### src/rtl/ir_nec_rx_fifo.sv
// NEC IR receiver: synchroniser, glitch filter, pulse-width FSM and frame FIFO.
// Repeat codes replay the last good data frame into the FIFO.
module ir_nec_rx_fifo #(
  parameter int CLK_HZ      = 50_000_000,
  parameter int GLITCH_FILT = 4,
  parameter bit CHECK_INV   = 1'b1,
  parameter bit REPEAT_EN   = 1'b1,
  parameter int FIFO_DEPTH  = 4,
  parameter bit RX_ACT_LOW  = 1'b1
) (
  input  logic                          iCLK,
  input  logic                          iRST,
  input  logic                          iIRDA,
  input  logic                          iREAD,
  output logic [31:0]                   oDATA,
  output logic                          oREPEAT,
  output logic                          oDATA_READY,
  output logic [$clog2(FIFO_DEPTH):0]   oCOUNT,
  output logic                          oERR,
  output logic                          oOVF
);

  localparam int TICK_DIV = CLK_HZ / 100_000;
  localparam int TW = $clog2(TICK_DIV + 1);
  localparam int FW = $clog2(GLITCH_FILT + 1);
  localparam int AW = $clog2(FIFO_DEPTH);
  localparam int CW = AW + 1;

  localparam logic [11:0] LM_MIN = 12'd675;
  localparam logic [11:0] LM_MAX = 12'd1125;
  localparam logic [11:0] LD_MIN = 12'd338;
  localparam logic [11:0] LD_MAX = 12'd562;
  localparam logic [11:0] LR_MIN = 12'd169;
  localparam logic [11:0] LR_MAX = 12'd281;
  localparam logic [11:0] BM_MIN = 12'd28;
  localparam logic [11:0] BM_MAX = 12'd84;
  localparam logic [11:0] S0_MAX = 12'd112;
  localparam logic [11:0] S1_MAX = 12'd225;
  localparam logic [11:0] W_SAT  = 12'hFFF;

  typedef enum logic [2:0] {
    S_IDLE, S_LMARK, S_LSPACE, S_BMARK, S_BSPACE, S_EMARK, S_RMARK
  } state_t;

  logic [TW-1:0] tcnt;
  logic          tick;
  logic [1:0]    sync;
  logic          lvl;
  logic          filt;
  logic [FW-1:0] fcnt;
  logic          flip;
  logic [11:0]   wcnt;
  state_t        state, state_n;
  logic          shift, bit_val, cm_data, cm_rpt, err_fsm;
  logic [4:0]    bcnt;
  logic [31:0]   data, last;
  logic          last_valid, cm_data_q, cm_rpt_q;
  logic          inv_ok, push, err_n;
  logic [32:0]   push_word;
  logic [32:0]   mem [FIFO_DEPTH];
  logic [AW-1:0] wp, rp;
  logic [CW-1:0] count;
  logic          empty, full, pop, wr, ovf_n;

  assign tick = (tcnt == TW'(TICK_DIV - 1));

  // 10 us tick prescaler
  always_ff @(posedge iCLK) begin
    if (iRST || tick) tcnt <= '0;
    else              tcnt <= tcnt + 1'b1;
  end

  // two-flop synchroniser, reset to the idle (no carrier) level
  always_ff @(posedge iCLK) begin
    if (iRST) sync <= {2{RX_ACT_LOW}};
    else      sync <= {sync[0], iIRDA};
  end

  // lvl = 1 means carrier present (mark)
  assign lvl  = RX_ACT_LOW ? ~sync[1] : sync[1];
  assign flip = tick && (lvl != filt) && (fcnt == FW'(GLITCH_FILT));

  // filtered level flips only after the new level survives the hold time
  always_ff @(posedge iCLK) begin
    if (iRST) begin
      filt <= 1'b0;
      fcnt <= '0;
    end else if (tick) begin
      if (flip) begin
        filt <= ~filt;
        fcnt <= '0;
      end else if (lvl != filt) begin
        fcnt <= fcnt + 1'b1;
      end else begin
        fcnt <= '0;
      end
    end
  end

  // saturating width of the current filtered level, in ticks
  always_ff @(posedge iCLK) begin
    if (iRST || flip)              wcnt <= '0;
    else if (tick && wcnt != W_SAT) wcnt <= wcnt + 1'b1;
  end

  // FSM state register
  always_ff @(posedge iCLK) begin
    if (iRST) state <= S_IDLE;
    else      state <= state_n;
  end

  // pulse-width classification on every filtered edge
  always_comb begin
    state_n = state;
    shift   = 1'b0;
    bit_val = 1'b0;
    cm_data = 1'b0;
    cm_rpt  = 1'b0;
    err_fsm = 1'b0;
    case (state)
      S_IDLE: if (flip && !filt) state_n = S_LMARK;
      S_LMARK: if (flip) begin
        if (wcnt >= LM_MIN && wcnt <= LM_MAX) begin
          state_n = S_LSPACE;
        end else begin
          state_n = S_IDLE;
          err_fsm = (wcnt > LM_MAX);
        end
      end
      S_LSPACE: if (flip) begin
        if (wcnt >= LD_MIN && wcnt <= LD_MAX) begin
          state_n = S_BMARK;
        end else if (wcnt >= LR_MIN && wcnt <= LR_MAX) begin
          state_n = S_RMARK;
        end else begin
          state_n = S_IDLE;
          err_fsm = 1'b1;
        end
      end
      S_BMARK: if (flip) begin
        if (wcnt >= BM_MIN && wcnt <= BM_MAX) begin
          state_n = S_BSPACE;
        end else begin
          state_n = S_IDLE;
          err_fsm = 1'b1;
        end
      end
      S_BSPACE: if (flip) begin
        if (wcnt >= BM_MIN && wcnt <= S1_MAX) begin
          shift   = 1'b1;
          bit_val = (wcnt > S0_MAX);
          state_n = (bcnt == 5'd31) ? S_EMARK : S_BMARK;
        end else begin
          state_n = S_IDLE;
          err_fsm = 1'b1;
        end
      end
      S_EMARK, S_RMARK: if (flip) begin
        state_n = S_IDLE;
        if (wcnt >= BM_MIN && wcnt <= BM_MAX) begin
          cm_data = (state == S_EMARK);
          cm_rpt  = (state == S_RMARK);
        end else begin
          err_fsm = 1'b1;
        end
      end
      default: state_n = S_IDLE;
    endcase
    if (state != S_IDLE && wcnt == W_SAT) begin
      state_n = S_IDLE;
      err_fsm = 1'b1;
    end
  end

  // bit assembly, LSB first
  always_ff @(posedge iCLK) begin
    if (iRST) begin
      bcnt <= '0;
      data <= '0;
    end else begin
      if (state == S_IDLE) bcnt <= '0;
      else if (shift)      bcnt <= bcnt + 1'b1;
      if (shift) data[bcnt] <= bit_val;
    end
  end

  assign inv_ok = !CHECK_INV || (data[31:24] == ~data[23:16]);
  assign push = (cm_data_q && inv_ok) ||
                (cm_rpt_q && REPEAT_EN && last_valid);
  assign push_word = cm_rpt_q ? {1'b1, last} : {1'b0, data};
  assign err_n = err_fsm || (cm_data_q && !inv_ok);

  // commit stage: delayed frame-done strobes and last good frame
  always_ff @(posedge iCLK) begin
    if (iRST) begin
      cm_data_q  <= 1'b0;
      cm_rpt_q   <= 1'b0;
      last       <= '0;
      last_valid <= 1'b0;
    end else begin
      cm_data_q <= cm_data;
      cm_rpt_q  <= cm_rpt;
      if (cm_data_q && inv_ok) begin
        last       <= data;
        last_valid <= 1'b1;
      end
    end
  end

  assign empty = (count == '0);
  assign full  = (count == CW'(FIFO_DEPTH));
  assign pop   = iREAD && !empty;
  assign wr    = push && (!full || pop);
  assign ovf_n = push && full && !pop;

  // FIFO pointers and occupancy
  always_ff @(posedge iCLK) begin
    if (iRST) begin
      wp    <= '0;
      rp    <= '0;
      count <= '0;
    end else begin
      if (wr)  wp <= wp + 1'b1;
      if (pop) rp <= rp + 1'b1;
      case ({wr, pop})
        2'b10:   count <= count + 1'b1;
        2'b01:   count <= count - 1'b1;
        default: count <= count;
      endcase
    end
  end

  // FIFO storage: {repeat, data}
  always_ff @(posedge iCLK) begin
    if (wr) mem[wp] <= push_word;
  end

  // one-cycle status pulses
  always_ff @(posedge iCLK) begin
    if (iRST) begin
      oERR <= 1'b0;
      oOVF <= 1'b0;
    end else begin
      oERR <= err_n;
      oOVF <= ovf_n;
    end
  end

  assign oDATA       = empty ? 32'd0 : mem[rp][31:0];
  assign oREPEAT     = !empty && mem[rp][32];
  assign oDATA_READY = !empty;
  assign oCOUNT      = count;

endmodule
### config.mk
export PLATFORM = sky130hd
export DESIGN_NAME = ir_nec_rx_fifo
export DESIGN_NICKNAME = d
export VERILOG_FILES = /design/src/rtl/ir_nec_rx_fifo.sv
export SDC_FILE = /design/constraint.sdc
export NUM_CORES = 1
export LEC_CHECK = 0
export CAP_MARGIN = 20
export CORE_MARGIN = 1
export CORE_UTILIZATION = 51
export CTS_BUF_LIST = sky130_fd_sc_hd__clkbuf_2 sky130_fd_sc_hd__clkbuf_4 sky130_fd_sc_hd__clkbuf_8
export DETAILED_ROUTE_END_ITERATION = 12
export PLACE_DENSITY_LB_ADDON = 0.3
export SLEW_MARGIN = 20
export SYNTH_ARGS = -nofsm -noshare
export SYNTH_HDL_FRONTEND = slang
export SYNTH_SLANG_ARGS = --single-unit
### constraint.sdc
create_clock -name iCLK -period 3.19 [get_ports iCLK]
set_input_delay 0.4785 -clock iCLK [delete_from_list [all_inputs] [get_ports iCLK]]
set_output_delay 0.4785 -clock iCLK [all_outputs]
set_load 0.02 [all_outputs]
==> summary.txt, run 1 <==
Power
  • Leakage power: 0.00406 uW
  • Pwr/cell area: 626 nW/um2
  • VDD IR max: between 0.3 and 0.4 mV
  • Total power: 7620 uW

Floorplan
  • IO Count: 43
  • Die ar.: 21,500 um2
  • Initial Util: 0.525
  • Die X: approximately 150 um
  • Core box area: between 20,000 and 25,000 um2
  • Std-Cell Rows: 52
  • Vert. Die Dim: between 100 and 150 um

Hold path
  • Min-Delay Endpoint: filt$_SDFFE_PP0P_
  • Worst hold stages: 2
  • Hold path startpoint: iRST
  • Hold Crit Class: in -> reg

Worst setup path
  • Critical setup path kind: reg -> out
  • CP Capture Type: primary output
  • CP startpoint kind: flop
  • Worst R2R Setup Slack: 430 ps
  • Worst r2r dst: data[12]$_SDFFE_PP0P_
  • Worst R2R Path Depth: 8
  • Crit-path max FO: 33
  • Reg2reg start: wcnt[0]$_SDFFE_PP0P_
  • CP arrival: 2420 ps
  • CP required: about 2700 ps

Logic synthesis
  • Synth Flop Type: edfxtp_1
  • Post-synthesis average cell area: about 12 um2
  • Yosys warning count: 0
  • Seq cells post-synth: 245
  • Number of flops mapped to enable cells by yosys: about 130
  • Synthesized cell area: 10,700 um2
  • Net Count, Synth: just over 900
  • Mapped Cells: between 800 and 900
  • Post-synth ARST share: 0
  • Distinct cell type count of the synthesized netlist: 58
  • Post-synthesis sequential area ratio: 0.582

CTS
  • Clock transition at path regs: 60 ps
  • Post-CTS Hold Buffers: 0
  • CTS buffer count: 39
  • CTS resizes: 0
  • CTS max path bufs: 3
  • CTS tree: built
  • H-tree Lvls: 2
  • Post-CTS Setup Bufs: 0
  • Clock root buffer: clkbuf_8
  • Clock latency on the worst-skew pair: 530 ps
  • Clock Sinks: 245

Detailed routing
  • DRC violations left: 0
  • Post-DR vias/cell: 5.55
  • Routed vias: a little under 7,000
  • Antenna Violating Nets Remaining: 0
  • Total Wirelength: approximately 20 mm
  • Drt first pass iters: 4
  • DR iter-0 viols: 403
  • Drt wl/cell: 16.3 um

Timing
  • Final hold viol count: 0
  • Setup Skew: 23.3 ps
  • Final setup vio count: 0
  • Least-Margin Pin Slew: 776 ps
  • RSZ-0062 raised after global routing: false
  • TNS Setup: 0 ps
  • Max Slew Vio Count: 0
  • Tmin final: 2900 ps
  • Fin crit share: 0.909
  • Slew HR: 0.476
  • FMAX: ~0.35 GHz

Place
  • Routability-driven placement congestion ratio: just over 0.9
  • PortBufs: 42
  • Post-DP HPWL: about 12 mm

Global routing
  • GR Util All Layers: 0.191
  • Vias in the first global route: 6,609
  • Largest net degree at the start of global routing: 53
  • Initial antenna violation count: 0
  • Global-route wire length before repair: around 33 mm
  • Total gr overflow: 0

Job
  • Max cap viols: 0

Cells and area
  • Filler Cells Inserted: 1,618
  • Layout cells sized above 1: 0.172
  • Multi-input logic area: 4160 um2
  • Final Net Count: 953
  • Commonest non-fill, non-tap cell in the layout: edfxtp_1
  • FF/Latch Area: 6230 um2
  • Most frequent cells in the layout: edfxtp_1, dfxtp_1, nand2_1
  • Synth-to-Final Area Change: 13.9%
  • Antenna Cells: 0

Status
  • Status: completed
-- area by class of cell --
| cell class | count | area share |
|---|---|---|
| sequential | 245 | 0.511 |
| multi-input combinational | 565 | 0.342 |
| clock buffer | 58 | 0.0573 |
| timing repair buffer | 60 | 0.0503 |
| tap | 270 | 0.0277 |
| inverter | 20 | 0.00617 |
| clock inverter | 13 | 0.00534 |
-- metal layers --
layer	track usage	vias up	part of all wire
met5	0	-	0
met4	0.0521	0	0.013
met3	0.0366	24	0.041
met2	0.326	140	0.48
met1	0.250	3327	0.46
li1	-	3337	-
-- flip-flops by register name (all words and copies together) (netlist names), 2 cells and up, named ones only --
signal / count
rp: 2
wp: 2
tcnt: 9
mem: 132
state: 3
sync: 2
oCOUNT: 3
data: 32
wcnt: 12
bcnt: 5
fcnt: 3
last: 32
-- where the power goes --
| group | internal [uW] | switching (uW) |
|---|---|---|
| Clock | 1410 | 1170 |
| Combinational | 854 | 834 |
| Sequential | 3330 | 30.9 |
-- kinds of logic (layout without fill, tap and decap cells) --
| kind of cell | count (synthesis) | in the layout | synth area share |
|---|---|---|---|
| AO/OA/AOI/OAI | 148 | 148 | 0.0889 |
| buffers and inverters | 80 | 151 | 0.0286 |
| AND/OR/NAND/NOR | 293 | 293 | 0.141 |
| adder cells (fa/ha/maj) | 19 | 19 | 0.0227 |
| multiplexers | 70 | 70 | 0.108 |
| XOR/XNOR | 35 | 35 | 0.0287 |
| flip-flops | 245 | 245 | 0.582 |
-- through the flow --
stage,utilization,hold slack (ps),worst slack [ps],cells,instance area [um2]
CTS,0.598,331,236,1231,12200
floorplan,-,389,550,890,10700
detailed placement,0.560,405,473,1160,11400
global route,0.598,350,145,1231,12200
global placement,0.560,402,556,1160,11400
finish,0.598,347,292,1231,12200
-- worst max-delay path, stage by stage (launching register included) --
cell and delay, ps:
dfxtp_2 340, buf_12 250, mux4_2 540, and2_1 180
clkdlybuf4s50_1 540
-- worst max-delay path by stage --
stage                                from                     to  slack (ps)  cells past startpoint
floorplan           data[17]$_SDFFE_PP0P_    mem[1][0]$_DFFE_PP_         550                      5
global placement     wcnt[0]$_SDFFE_PP0P_  data[24]$_SDFFE_PP0P_         560                      8
detailed placement   wcnt[0]$_SDFFE_PP0P_  data[24]$_SDFFE_PP0P_         470                      8
CTS                                  flop              oDATA[13]         240                      4
global route         wcnt[0]$_SDFFE_PP0P_  data[24]$_SDFFE_PP0P_         140                      8
finish                               flop              oDATA[13]         290                      4
-- Yosys cell counts (5+ instances only) --
cell,count,area (um2)
ha_1,17,213
mux2i_1,5,50.1
and2_1,42,263
xor2_1,14,123
mux4_2,33,743
nor3_1,8,40.0
dfxtp_1,113,2260
mux2_2,32,360
clkbuf_1,52,195
nor2b_1,34,213
edfxtp_1,132,3960
nor4_1,6,37.5
nand2_1,87,327
and4_1,6,52.6
o21ai_0,40,200
xnor2_1,21,184
nand3_1,19,95.1
nand4_1,7,43.8
o31ai_1,34,255
a21oi_1,41,205
nor2_1,54,203
inv_1,20,75.1
No activity file was read; power rests on OpenSTA's default activity.
==> run 2: changes to the inputs <==
--- a/config.mk
+++ b/config.mk
@@ -5,6 +5,7 @@
 export SDC_FILE = /design/constraint.sdc
 export NUM_CORES = 1
 export LEC_CHECK = 0
+export ABC_CLOCK_PERIOD_IN_PS = 3190
 export CAP_MARGIN = 20
 export CORE_MARGIN = 1
 export CORE_UTILIZATION = 51
==> results of run 2 <==
Final layout, timing and power as in run 1 (identical DEF).
